[src/rtl/alu_sequencer_if.sv]
// Instruction handshake, ALU operand/result and debug-read signals of alu_sequencer.
// master = the sequencer; slave = fetch, ALU and debug side.
interface alu_sequencer_if;
    localparam int unsigned DATA_W  = 8;
    localparam int unsigned OP_W    = 4;
    localparam int unsigned IMM_W   = 5;
    localparam int unsigned IDX_W   = 3;
    localparam int unsigned INSTR_W = 9;

    logic [INSTR_W-1:0] instr_i;
    logic               instr_valid_i;
    logic               instr_ready_o;
    logic [OP_W-1:0]    alu_opcode_o;
    logic [DATA_W-1:0]  alu_rs_o;
    logic [DATA_W-1:0]  alu_rt_o;
    logic [IMM_W-1:0]   alu_imm_o;
    logic [DATA_W-1:0]  alu_result_i;
    logic               alu_zero_i;
    logic               cb_o;
    logic               retire_o;
    logic               illegal_o;
    logic [IDX_W-1:0]   dbg_addr_i;
    logic [DATA_W-1:0]  dbg_data_o;

    modport master (
        input  instr_i, instr_valid_i, alu_result_i, alu_zero_i, dbg_addr_i,
        output instr_ready_o, alu_opcode_o, alu_rs_o, alu_rt_o, alu_imm_o,
               cb_o, retire_o, illegal_o, dbg_data_o
    );

    modport slave (
        output instr_i, instr_valid_i, alu_result_i, alu_zero_i, dbg_addr_i,
        input  instr_ready_o, alu_opcode_o, alu_rs_o, alu_rt_o, alu_imm_o,
               cb_o, retire_o, illegal_o, dbg_data_o
    );
endinterface

[src/rtl/alu_sequencer.sv]
// Multi-cycle instruction sequencer: decodes 9-bit instructions, feeds the ALU from an 8x8
// register file and writes back the result or the condition bit. Debug read port: ALU_SEQ_DBG_PORT_EN.
module alu_sequencer #(
    parameter int unsigned ALU_WAIT      = 1,
    parameter logic [7:0]  REG_RESET_VAL = 8'h00
) (
    input  logic            clk_i,
    input  logic            reset_i,
    alu_sequencer_if.master bus
);
    localparam int unsigned DATA_W   = 8;
    localparam int unsigned OP_W     = 4;
    localparam int unsigned IMM_W    = 5;
    localparam int unsigned IDX_W    = 3;
    localparam int unsigned INSTR_W  = 9;
    localparam int unsigned NUM_REGS = 8;
    localparam int unsigned WAIT_N   = (ALU_WAIT < 1) ? 1 : ALU_WAIT;
    localparam int unsigned CNT_W    = (WAIT_N > 1) ? $clog2(WAIT_N) : 1;
    localparam logic [OP_W-1:0]  OP_ILLEGAL = 4'b1111;
    localparam logic [IDX_W-1:0] RT_IDX     = 3'd7;

    typedef enum logic [1:0] {IDLE, DECODE, EXEC, WB} state_t;
    typedef enum logic [1:0] {WB_NONE, WB_REG, WB_CB, WB_ILL} wb_kind_t;

    state_t             state_q, state_d;
    wb_kind_t           kind_q, kind_d;
    logic [CNT_W-1:0]   cnt_q, cnt_d;
    logic [INSTR_W-1:0] instr_q, instr_d;
    logic [IDX_W-1:0]   dest_q, dest_d;
    logic [OP_W-1:0]    op_q, op_d;
    logic [DATA_W-1:0]  rs_q, rs_d;
    logic [DATA_W-1:0]  rt_q, rt_d;
    logic [IMM_W-1:0]   imm_q, imm_d;
    logic               cb_q, cb_d;
    logic               retire_q, retire_d;
    logic               illegal_q, illegal_d;
    logic               reg_we;
    logic [DATA_W-1:0]  regs [NUM_REGS];

    logic [OP_W-1:0]    dec_op;
    logic [IDX_W-1:0]   dec_idx;

    assign dec_op  = instr_q[INSTR_W-1 -: OP_W];
    assign dec_idx = instr_q[IMM_W-1 -: IDX_W];

    // Next-state and next-output logic
    always_comb begin
        state_d   = state_q;
        kind_d    = kind_q;
        cnt_d     = cnt_q;
        instr_d   = instr_q;
        dest_d    = dest_q;
        op_d      = op_q;
        rs_d      = rs_q;
        rt_d      = rt_q;
        imm_d     = imm_q;
        cb_d      = cb_q;
        retire_d  = 1'b0;
        illegal_d = 1'b0;
        reg_we    = 1'b0;

        case (state_q)
            IDLE: begin
                if (bus.instr_valid_i) begin
                    instr_d = bus.instr_i;
                    state_d = DECODE;
                end
            end
            DECODE: begin
                rs_d   = regs[dec_idx];
                rt_d   = regs[RT_IDX];
                imm_d  = instr_q[IMM_W-1:0];
                op_d   = dec_op;
                dest_d = dec_idx;
                kind_d = WB_REG;
                case (dec_op)
                    4'b0000, 4'b0001, 4'b0010, 4'b0011, 4'b0100, 4'b0110: kind_d = WB_REG;
                    4'b1000:          dest_d = '0;
                    4'b0101, 4'b0111: kind_d = WB_CB;
                    default: begin
                        kind_d = WB_ILL;
                        op_d   = OP_ILLEGAL;
                    end
                endcase
                cnt_d   = '0;
                state_d = EXEC;
            end
            EXEC: begin
                if (cnt_q == CNT_W'(WAIT_N - 1)) begin
                    state_d   = WB;
                    retire_d  = 1'b1;
                    illegal_d = (kind_q == WB_ILL);
                end else begin
                    cnt_d = cnt_q + CNT_W'(1);
                end
            end
            WB: begin
                // The ALU is only sampled here; the write lands on the edge leaving WB
                state_d = IDLE;
                if (kind_q == WB_REG) reg_we = 1'b1;
                if (kind_q == WB_CB)  cb_d   = bus.alu_zero_i;
            end
            default: state_d = IDLE;
        endcase
    end

    // State and registered outputs
    always_ff @(posedge clk_i or posedge reset_i) begin
        if (reset_i) begin
            state_q   <= IDLE;
            kind_q    <= WB_NONE;
            cnt_q     <= '0;
            instr_q   <= '0;
            dest_q    <= '0;
            op_q      <= OP_ILLEGAL;
            rs_q      <= '0;
            rt_q      <= '0;
            imm_q     <= '0;
            cb_q      <= 1'b0;
            retire_q  <= 1'b0;
            illegal_q <= 1'b0;
        end else begin
            state_q   <= state_d;
            kind_q    <= kind_d;
            cnt_q     <= cnt_d;
            instr_q   <= instr_d;
            dest_q    <= dest_d;
            op_q      <= op_d;
            rs_q      <= rs_d;
            rt_q      <= rt_d;
            imm_q     <= imm_d;
            cb_q      <= cb_d;
            retire_q  <= retire_d;
            illegal_q <= illegal_d;
        end
    end

    // Register file
    always_ff @(posedge clk_i or posedge reset_i) begin
        if (reset_i) begin
            for (int unsigned i = 0; i < NUM_REGS; i++) regs[i] <= REG_RESET_VAL;
        end else if (reg_we) begin
            regs[dest_q] <= bus.alu_result_i;
        end
    end

    assign bus.instr_ready_o = (state_q == IDLE) & ~reset_i;
    assign bus.alu_opcode_o  = op_q;
    assign bus.alu_rs_o      = rs_q;
    assign bus.alu_rt_o      = rt_q;
    assign bus.alu_imm_o     = imm_q;
    assign bus.cb_o          = cb_q;
    assign bus.retire_o      = retire_q;
    assign bus.illegal_o     = illegal_q;

`ifdef ALU_SEQ_DBG_PORT_EN
    assign bus.dbg_data_o = regs[bus.dbg_addr_i];
`else
    assign bus.dbg_data_o = '0;
`endif
endmodule

[src/flat_wrapper.sv]
// flat-port wrapper written by rule: the top's interface ports become plain ports
module alu_sequencer_flat 
#(
    parameter int unsigned ALU_WAIT      = 1,
    parameter logic [7:0]  REG_RESET_VAL = 8'h00
)
  (clk_i, reset_i, bus_instr_i, bus_instr_valid_i, bus_alu_result_i, bus_alu_zero_i, bus_dbg_addr_i, bus_instr_ready_o, bus_alu_opcode_o, bus_alu_rs_o, bus_alu_rt_o, bus_alu_imm_o, bus_cb_o, bus_retire_o, bus_illegal_o, bus_dbg_data_o);
  alu_sequencer_if bus_i ();
  input  logic clk_i;
  input  logic reset_i;
  input wire logic [$bits(bus_i.instr_i)-1:0] bus_instr_i;
  input wire logic [$bits(bus_i.instr_valid_i)-1:0] bus_instr_valid_i;
  input wire logic [$bits(bus_i.alu_result_i)-1:0] bus_alu_result_i;
  input wire logic [$bits(bus_i.alu_zero_i)-1:0] bus_alu_zero_i;
  input wire logic [$bits(bus_i.dbg_addr_i)-1:0] bus_dbg_addr_i;
  output wire logic [$bits(bus_i.instr_ready_o)-1:0] bus_instr_ready_o;
  output wire logic [$bits(bus_i.alu_opcode_o)-1:0] bus_alu_opcode_o;
  output wire logic [$bits(bus_i.alu_rs_o)-1:0] bus_alu_rs_o;
  output wire logic [$bits(bus_i.alu_rt_o)-1:0] bus_alu_rt_o;
  output wire logic [$bits(bus_i.alu_imm_o)-1:0] bus_alu_imm_o;
  output wire logic [$bits(bus_i.cb_o)-1:0] bus_cb_o;
  output wire logic [$bits(bus_i.retire_o)-1:0] bus_retire_o;
  output wire logic [$bits(bus_i.illegal_o)-1:0] bus_illegal_o;
  output wire logic [$bits(bus_i.dbg_data_o)-1:0] bus_dbg_data_o;
  assign bus_i.instr_i = bus_instr_i;
  assign bus_i.instr_valid_i = bus_instr_valid_i;
  assign bus_i.alu_result_i = bus_alu_result_i;
  assign bus_i.alu_zero_i = bus_alu_zero_i;
  assign bus_i.dbg_addr_i = bus_dbg_addr_i;
  assign bus_instr_ready_o = bus_i.instr_ready_o;
  assign bus_alu_opcode_o = bus_i.alu_opcode_o;
  assign bus_alu_rs_o = bus_i.alu_rs_o;
  assign bus_alu_rt_o = bus_i.alu_rt_o;
  assign bus_alu_imm_o = bus_i.alu_imm_o;
  assign bus_cb_o = bus_i.cb_o;
  assign bus_retire_o = bus_i.retire_o;
  assign bus_illegal_o = bus_i.illegal_o;
  assign bus_dbg_data_o = bus_i.dbg_data_o;
  alu_sequencer #(.ALU_WAIT(ALU_WAIT), .REG_RESET_VAL(REG_RESET_VAL)) u_core (.clk_i(clk_i), .reset_i(reset_i), .bus(bus_i));
endmodule
[config.mk]
export PLATFORM = sky130hd
export DESIGN_NAME = alu_sequencer_flat
export DESIGN_NICKNAME = d
export VERILOG_FILES = /design/src/rtl/alu_sequencer_if.sv /design/src/rtl/alu_sequencer.sv /design/src/flat_wrapper.sv
export SDC_FILE = /design/constraint.sdc
export NUM_CORES = 1
export LEC_CHECK = 0
export CORE_ASPECT_RATIO = 0.75
export CORE_UTILIZATION = 60
export DETAILED_ROUTE_END_ITERATION = 8
export DONT_BUFFER_PORTS = 1
export GPL_ROUTABILITY_DRIVEN = 0
export GPL_TIMING_DRIVEN = 0
export PLACE_DENSITY = 0.84
export SLEW_MARGIN = 20
export SYNTH_ARGS = -nofsm -noshare
export SYNTH_HDL_FRONTEND = slang
export SYNTH_SLANG_ARGS = --single-unit
export TNS_END_PERCENT = 20
[constraint.sdc]
create_clock -name clk_i -period 4.43 [get_ports clk_i]
set_clock_uncertainty 0.2 [all_clocks]
set_input_delay 0.6645 -clock clk_i [delete_from_list [all_inputs] [get_ports clk_i]]
set_output_delay 0.6645 -clock clk_i [all_outputs]
set_load 0.02 [all_outputs]
==> results of run 1 <==
[sequential cells by signal, indices dropped and copies added (netlist names), 2 cells and up]
register                 count
u_core.bus.alu_rt_o          8
u_core.dest_q                3
u_core.bus.alu_opcode_o      4
u_core.kind_q                2
u_core.bus.alu_imm_o         5
u_core.bus.alu_rs_o          8
u_core.state_q               2
u_core.regs                 64
u_core.instr_q               9
[where the power goes]
group | internal [uW] | switching [uW] | leakage (uW) | total (uW)
Clock | 291 | 308 | 0.0000987 | 599
Combinational | 704 | 576 | 0.000869 | 1280
Sequential | 1460 | 453 | 0.00132 | 1910
Total | 2460 | 1340 | 0.00228 | 3790
[synth_stat cells (all sizes together)]
library cell | number | area share
o22ai | 8 | 0.011
nand2 | 10 | 0.010
dfrtp | 104 | 0.55
nor2 | 9 | 0.0077
nor3b | 1 | 0.0027
dfstp | 4 | 0.022
o2bb2ai | 3 | 0.0056
conb | 1 | 0.00080
and3 | 2 | 0.0027
mux2 | 86 | 0.21
and3b | 1 | 0.0019
nand3b | 3 | 0.0056
buf | 16 | 0.025
nand3 | 4 | 0.0080
nor2b | 2 | 0.0027
clkbuf | 3 | 0.0027
inv | 10 | 0.0080
nor3 | 4 | 0.0077
a221o | 8 | 0.017
mux4 | 8 | 0.038
mux2i | 16 | 0.034
o21a | 1 | 0.0016
nor4b | 1 | 0.0019
ha | 5 | 0.013
o221ai | 1 | 0.0019
a31oi | 2 | 0.0027
a21oi | 2 | 0.0021
o21ai | 6 | 0.0064
[metrics by stage]
stage,instances,utilization
after floorplan,328,-
after global placement,429,0.652
after detailed placement,430,0.656
after CTS,446,0.685
after global routing,446,0.685
final,446,0.685
[logic make-up (layout without fill, tap and decap cells)]
kind of cell               after synthesis  in the layout  share of synthesized area
AOI/OAI and AO/OA                       31             31                     0.0478
adders and majority gates                5              5                     0.0133
buffers and inverters                   29             46                     0.0358
DFF                                    108            108                      0.574
muxes                                  110            110                      0.278
other                                    1              8                   0.000795
and+or+nand+nor                         37             37                     0.0507
[path summary, 6_finish.rpt]
kind                                                     from                                      to  slack (ps)  cells past startpoint
worst max register to register  u_core.state_q[1]$_DFFE_PP0P_      u_core.bus.alu_rs_o[5]$_DFFE_PP0N_        2320                      6
max in group asynchronous                             reset_i  u_core.bus.alu_opcode_o[3]$_DFFE_PP1N_        2780                      3
worst min register to register    u_core.regs[42]$_DFFE_PP0P_             u_core.regs[42]$_DFFE_PP0P_         310                      1
worst min-delay path                      bus_alu_result_i[3]             u_core.regs[27]$_DFFE_PP0P_         250                      1
worst max-delay path            u_core.state_q[0]$_DFFE_PP0P_                       bus_instr_ready_o        2090                      3
min in group asynchronous                             reset_i           u_core.state_q[0]$_DFFE_PP0P_         590                      2
[worst reg2reg max path, delay by kind of cell, from the launching register on]
family                     cells  cell delay [ps]
and+or+nand+nor                1              400
adders and majority gates      1              160
buffers and inverters          2              370
DFF                            1              420
AOI/OAI and AO/OA              2              510
[per-layer routing]
metal,vias to the layer above,track usage,part of all wire
li1,1200,-,-
met1,1359,0.333,0.45
met2,76,0.379,0.46
met3,13,0.0821,0.076
met4,0,0.0714,0.014
met5,-,0,0
[placed cells by master (no fill, tap or decap), drive strengths merged, types with 8 or more instances in the layout]
cell type,Yosys,final
mux4,8,8
dfrtp,104,104
conb,1,8
nor2,9,9
inv,10,10
mux2i,16,16
mux2,86,86
nand2,10,10
buf,16,17
clkbuf,3,15
o22ai,8,8
a221o,8,8
[area by class of cell]
type / count / area, sq um / share of cell area
flip-flops and latches: 108 / 2710 / 0.530
multi-input cells: 191 / 1870 / 0.365
clock buffers: 12 / 155 / 0.0303
plain buffers: 19 / 131 / 0.0257
well taps: 101 / 126 / 0.0247
clock inverters: 3 / 46.3 / 0.00906
inverters: 10 / 42.5 / 0.00832
repair buffers: 2 / 37.5 / 0.00734
==> out/metrics.yaml, run 1 <==
status:
  outcome: "complete, no violations"
clock_network:
  ctsLongestPathBuffers: 2
  clk_latency_ps: 360
  cts_inserted_buffers: 9
  postCtsHoldBufs: 1
  post-cts-setup-buffers: 0
  ctsResizeCount: 0
  cts_tree: "done"
  cts-root-buf: "clkbuf_8"
  clk_pin_slew_worst_paths_ps: 100
  htreeDepth: 3
  clkSinkCount: 108
synth:
  syn_avg_cell_area_sq_um: 14.7
  yosysUniqueCellTypes: 39
  syn_area_sq_um: 4720
  synthCells: 321
  synth_warnings: 0
  yosysSeqAreaShare: 0.574
  ys_seq_elements: 108
critical_path:
  worst-path-max-fanout: 4
  cp.required_ps: 3570
  cp_top_family: "flip-flops"
  critPathKind: "flop to output port"
  worstSetupEndpointType: "output port"
  path_cells: "inv_1, ha_1, nor2b_1"
  startpoint_type: "flop"
  crit_buf_inv: 1
  cpPeakStageDelay_ps: 420
  arrival_ps: 1480
  cp_slowest_cell: "dfrtp_1"
pwr:
  p_leak_uw: 0.00228
  vdd_drop_max_v: 0.000439
  powerDensity_nw_per_um2: 742
  finalPower_uw: 3790
drt:
  drc: 0
  drt_first_pass_iters: 4
  drt_iter0_markers: 158
  via_count: 2648
  wl_um: 9270
  wl_per_cell_um: 20.8
  ant_nets: 0
  vias_per_cell: 5.94
final_layout:
  drive_gt1_frac: 0.409
  fin_nets: 370
  diodes: 0
  syn2layout_area_growth_pct: 8.41
  design_area_sq_um: 5110
  num-fill-cells: 518
global_route:
  grt_start_max_net_pins: 72
  grt_pass1_vias: 2714
  grt_pass1_wl_um: 14800
  track_usage: 0.245
  grt_antenna_before_repair: 0
  grt_overflow: 0
hold_path:
  hp-class: "input pin to flop"
timing:
  tns_ps: 0
  maxSlewViolCount: 0
  setup_ws_ps: 2090
  rsz0062_at_grt: "false"
  holdWs_ps: 249
  hold_viol: 0
  maxSlewHeadroom: 0.425
  fin_crit_sh: 0.529
  worst_pin_slew_ps: 859
  setup_viol: 0
  fmax_ghz: 0.426
  fin_crit_ps: 2340
placed_design:
  numPortBuffers: 0
  pre_cts_slack_ps: 2370
  post_dp_cell_area_sq_um: 4900
  hpwlAfterDp_um: 6200
floorplanning:
  dieWidth_um: 104
  ios: 61
  core_region_area_sq_um: 7470
  num_rows: 27
  fp.dieH_um: 78.8
  die_area_sq_um: 8220
  start_util: 0.632
run:
  max_cap_viol_count: 0
Note: power is estimated with default switching activity, not from simulation.
==> run 2, diff against run 1 <==
--- a/config.mk
+++ b/config.mk
@@ -5,13 +5,14 @@
 export SDC_FILE = /design/constraint.sdc
 export NUM_CORES = 1
 export LEC_CHECK = 0
+export ABC_AREA = 1
 export CORE_ASPECT_RATIO = 0.75
-export CORE_UTILIZATION = 60
+export CORE_UTILIZATION = 57
 export DETAILED_ROUTE_END_ITERATION = 8
 export DONT_BUFFER_PORTS = 1
 export GPL_ROUTABILITY_DRIVEN = 0
 export GPL_TIMING_DRIVEN = 0
-export PLACE_DENSITY = 0.84
+export PLACE_DENSITY = 0.83
 export SLEW_MARGIN = 20
 export SYNTH_ARGS = -nofsm -noshare
 export SYNTH_HDL_FRONTEND = slang
==> constraint.sdc (replaced) <==
create_clock -name clk_i -period 2.05 [get_ports clk_i]
set_clock_uncertainty 0.2 [all_clocks]
set_input_delay 0.3075 -clock clk_i [delete_from_list [all_inputs] [get_ports clk_i]]
set_output_delay 0.3075 -clock clk_i [all_outputs]
set_load 0.02 [all_outputs]
==> run 2 against run 1 <==
  * Utilization is 1.3 points lower
  * Die area rose by 11%
  * Flip-flop and latch count is the same
  * Critical endpoint unchanged
  * Largest cell class unchanged
  * Largest power group unchanged
  * Highest routed layer unchanged
==> out/metrics.yaml, run 2 <==
status:
  outcome: "complete, no violations"
timing:
  maxSlewViolCount: 0  # unchanged
  hold_viol: 0  # unchanged
  fmax_ghz: 0.523
  tns_ps: 0  # unchanged
  rsz0062_at_grt: "false"
  setup_viol: 0  # unchanged
  setup_ws_ps: 139  # -1950 ps
  fin_crit_sh: 0.932
  fin_crit_ps: 1910
  holdWs_ps: 118  # -131 ps
clock_network:
  htreeDepth: 3  # unchanged
  clk_latency_ps: 350  # about the same
  cts_tree: "done"
  clk_pin_slew_worst_paths_ps: 70  # -30 ps
  ctsLongestPathBuffers: 2  # unchanged
  cts-root-buf: "clkbuf_16"
  post-cts-setup-buffers: 0  # unchanged
  cts_inserted_buffers: 9  # unchanged
  clkSinkCount: 108  # unchanged
drt:
  drt_first_pass_iters: 5  # +1
  drt_iter0_markers: 414  # +160%
  ant_nets: 0  # unchanged
  wl_um: 12300  # +33%
  drc: 0  # unchanged
  wl_per_cell_um: 16.9  # -19%
  vias_per_cell: 5.59  # -5.9%
  via_count: 4075  # +54%
synth:
  yosysTopAreaCell: "dfrtp_1"
  synthMuxAreaShare: 0.00901  # -0.269
  ys_async_sr_fraction: 1.00  # unchanged
  synth_compound_gate_area_share: 0.0994  # +0.0516
  ys_seq_elements: 108  # unchanged
  yosysSeqAreaShare: 0.542  # -0.0325
  syn_avg_cell_area_sq_um: 8.59  # -42%
  synth_top_family_by_area: "simple AND/OR/NAND/NOR gates"
  synth_fa_ha_area_frac: 0.0125  # -0.000750
  synth-edff-count: 0  # unchanged
  syn_area_sq_um: 5000  # +6.0%
  synth_warnings: 0  # unchanged
  post-synth-top-area-fraction: 0.521  # -0.0312
  ys.flop_type: "dfrtp_1"
  yosysUniqueCellTypes: 24  # -38%
  yosys.area_share.simple: 0.249  # +0.199
  synthXorXnorAreaFrac: 0  # unchanged
  yosys.cell_count.top_type: "nand2_1"
  ys_top_cells_by_area: "dfrtp_1 52%, nand2_1 15%, nand3_1 5.3%"
  synthCells: 582  # +81%
  synth_common_cells: "199 x nand2_1, 104 x dfrtp_1, 53 x inv_1, 53 x nand3_1, 47 x o21ai_1"
global_route:
  track_usage: 0.295  # +0.0502
  grt_overflow: 0  # unchanged
  grt_util_met2: 0.445  # +0.0661
  use_met1: 0.416  # +0.0832
  grt_antenna_before_repair: 0  # unchanged
  busiest_layer: "met2"
  grt_pass1_vias: 3839  # +41%
  grt_pass1_wl_um: 19800  # +34%
  grtUsageMet3: 0.0777  # -0.00439
  grt_start_max_net_pins: 26  # -64%
pwr:
  vdd_drop_max_v: 0.000948  # +120%
  powerDensity_nw_per_um2: 1580  # +110%
  p_leak_uw: 0.00316  # +38%
final_layout:
  reg_top3: "u_core.regs x64, u_core.instr_q x9"
  diodes: 0  # unchanged
  syn2layout_area_growth_pct: 14.1
  drive_gt1_frac: 0.150  # -0.259
  layout_common_cells: "199 x nand2_1, 104 x dfrtp_1, 53 x nand3_1"
  final_common_cell: "nand2_1"
  instances_no_fill: 729  # +63%
  largest-register: "u_core.regs"
  fin_nets: 645  # +74%
  largest_reg_flops: 64  # unchanged
  design_area_sq_um: 5710  # +12%
critical_path:
  cp.required_ps: 1540  # -2030 ps
  cp_common_cell: "inv_1"
  worst-path-max-fanout: 4  # unchanged
  timing.rr.start: "u_core.state_q[1]$_DFFE_PP0P_"
  arrival_ps: 1400  # -80 ps
  crit_buf_inv: 2  # +1
  startpoint_type: "flop"
  cpPeakStageDelay_ps: 420  # about the same
  critPathKind: "flop to output port"
  worstSetupEndpointType: "output port"
  crit_start: "u_core.state_q[1]$_DFFE_PP0P_"
  path_cells: "inv_1, ha_1, inv_1, nor2_2"
  cp_slowest_cell: "dfrtp_1"
  cp_top_family: "flip-flops"
floorplanning:
  num_rows: 29  # +7.4%
  core_region_area_sq_um: 8490  # +14%
  start_util: 0.589  # -0.0429
  dieWidth_um: 110  # +5.5%
  die_area_sq_um: 9150  # +11%
  ios: 61  # unchanged
  fp.dieH_um: 83.1  # +5.5%
placed_design:
  place_inst: 701  # +63%
  pre_cts_slack_ps: 232  # -2140 ps
  hpwlAfterDp_um: 8490  # +37%
  numPortBuffers: 0  # unchanged
  post_dp_cell_area_sq_um: 5270  # +7.5%
hold_path:
  hp-class: "input pin to flop"
  hold_start: "bus_alu_result_i[1]"
run:
  max_cap_viol_count: 0  # unchanged
[run 2: cell types whose count changed after synthesis, moves of 7 or more]
cell     change
a221o_1      -8
buf_2        +8
inv_1       +43
mux2_2      -81
mux2i_1     -16
mux4_2       -8
nand2_1    +193
nand2_4      +8
nand3_1     +51
nor2_1      +15
o21ai_0      +7
o21ai_1     +47
o21ai_2     +17
o22ai_1      -8
[run 2: layout make-up]
| type | count | area (sq um) |
|---|---|---|
| Buffer | 32 | 226 |
| Inverter | 56 | 214 |
| Sequential cell | 108 | 2710 |
| Tap cell | 108 | 135 |
| Fill cell | 645 | 2790 |
| Clock buffer | 13 | 270 |
| Multi-Input combinational cell | 393 | 1890 |
| Timing Repair Buffer | 16 | 223 |
| Clock inverter | 3 | 43.8 |
[run 2: worst paths after layout]
kind                                                        to  slack (ps)  depth (start not counted)
min in group asynchronous        u_core.instr_q[4]$_DFFE_PP0P_         240                          2
max in group asynchronous   u_core.bus.alu_rs_o[6]$_DFFE_PP0N_         750                          4
hold / removal                      u_core.regs[9]$_DFFE_PP0P_         120                          2
setup reg to reg            u_core.bus.alu_rs_o[0]$_DFFE_PP0N_         190                          6
setup / recovery                             bus_instr_ready_o         140                          4
hold reg to reg            u_core.bus.alu_imm_o[1]$_DFFE_PP0N_         280                          2
[run 2: cell families (layout without fill, tap and decap cells)]
family	after synthesis	after routing
flip-flops	108	108
AND/OR/NAND/NOR	290	290
buffers and inverters	88	120
other	1	8
AO/OA/AOI/OAI	86	86
multiplexers	4	4
adder cells (fa/ha/maj)	5	5
[run 2: metal layers]
metal / vias up / routed length (um)
li1: 1899 / -
met1: 1927 / 5070
met2: 219 / 5760
met3: 30 / 1240
met4: 0 / 263
met5: - / 0
[run 2: per-stage QoR]
| step | power (uW) | utilization |
|---|---|---|
| after detailed placement | 7090 | 0.620 |
| after CTS | 8970 | 0.671 |
| after global placement | 6870 | 0.608 |
| after floorplan | 6220 | - |
| final | 9030 | 0.672 |
| after global routing | 9640 | 0.672 |
[run 2: what timing repair did]
item,CTS,global route
gates resized for setup,0,2
hold buffers,12,0
setup endpoints to repair,0,9
endpoints found under the hold margin,70,0
[run 2: power breakdown]
group          total, uW  switching, uW  internal [uW]
Sequential          4100            995           3100
Combinational       3130           2010           1120
Clock               1800            752           1050
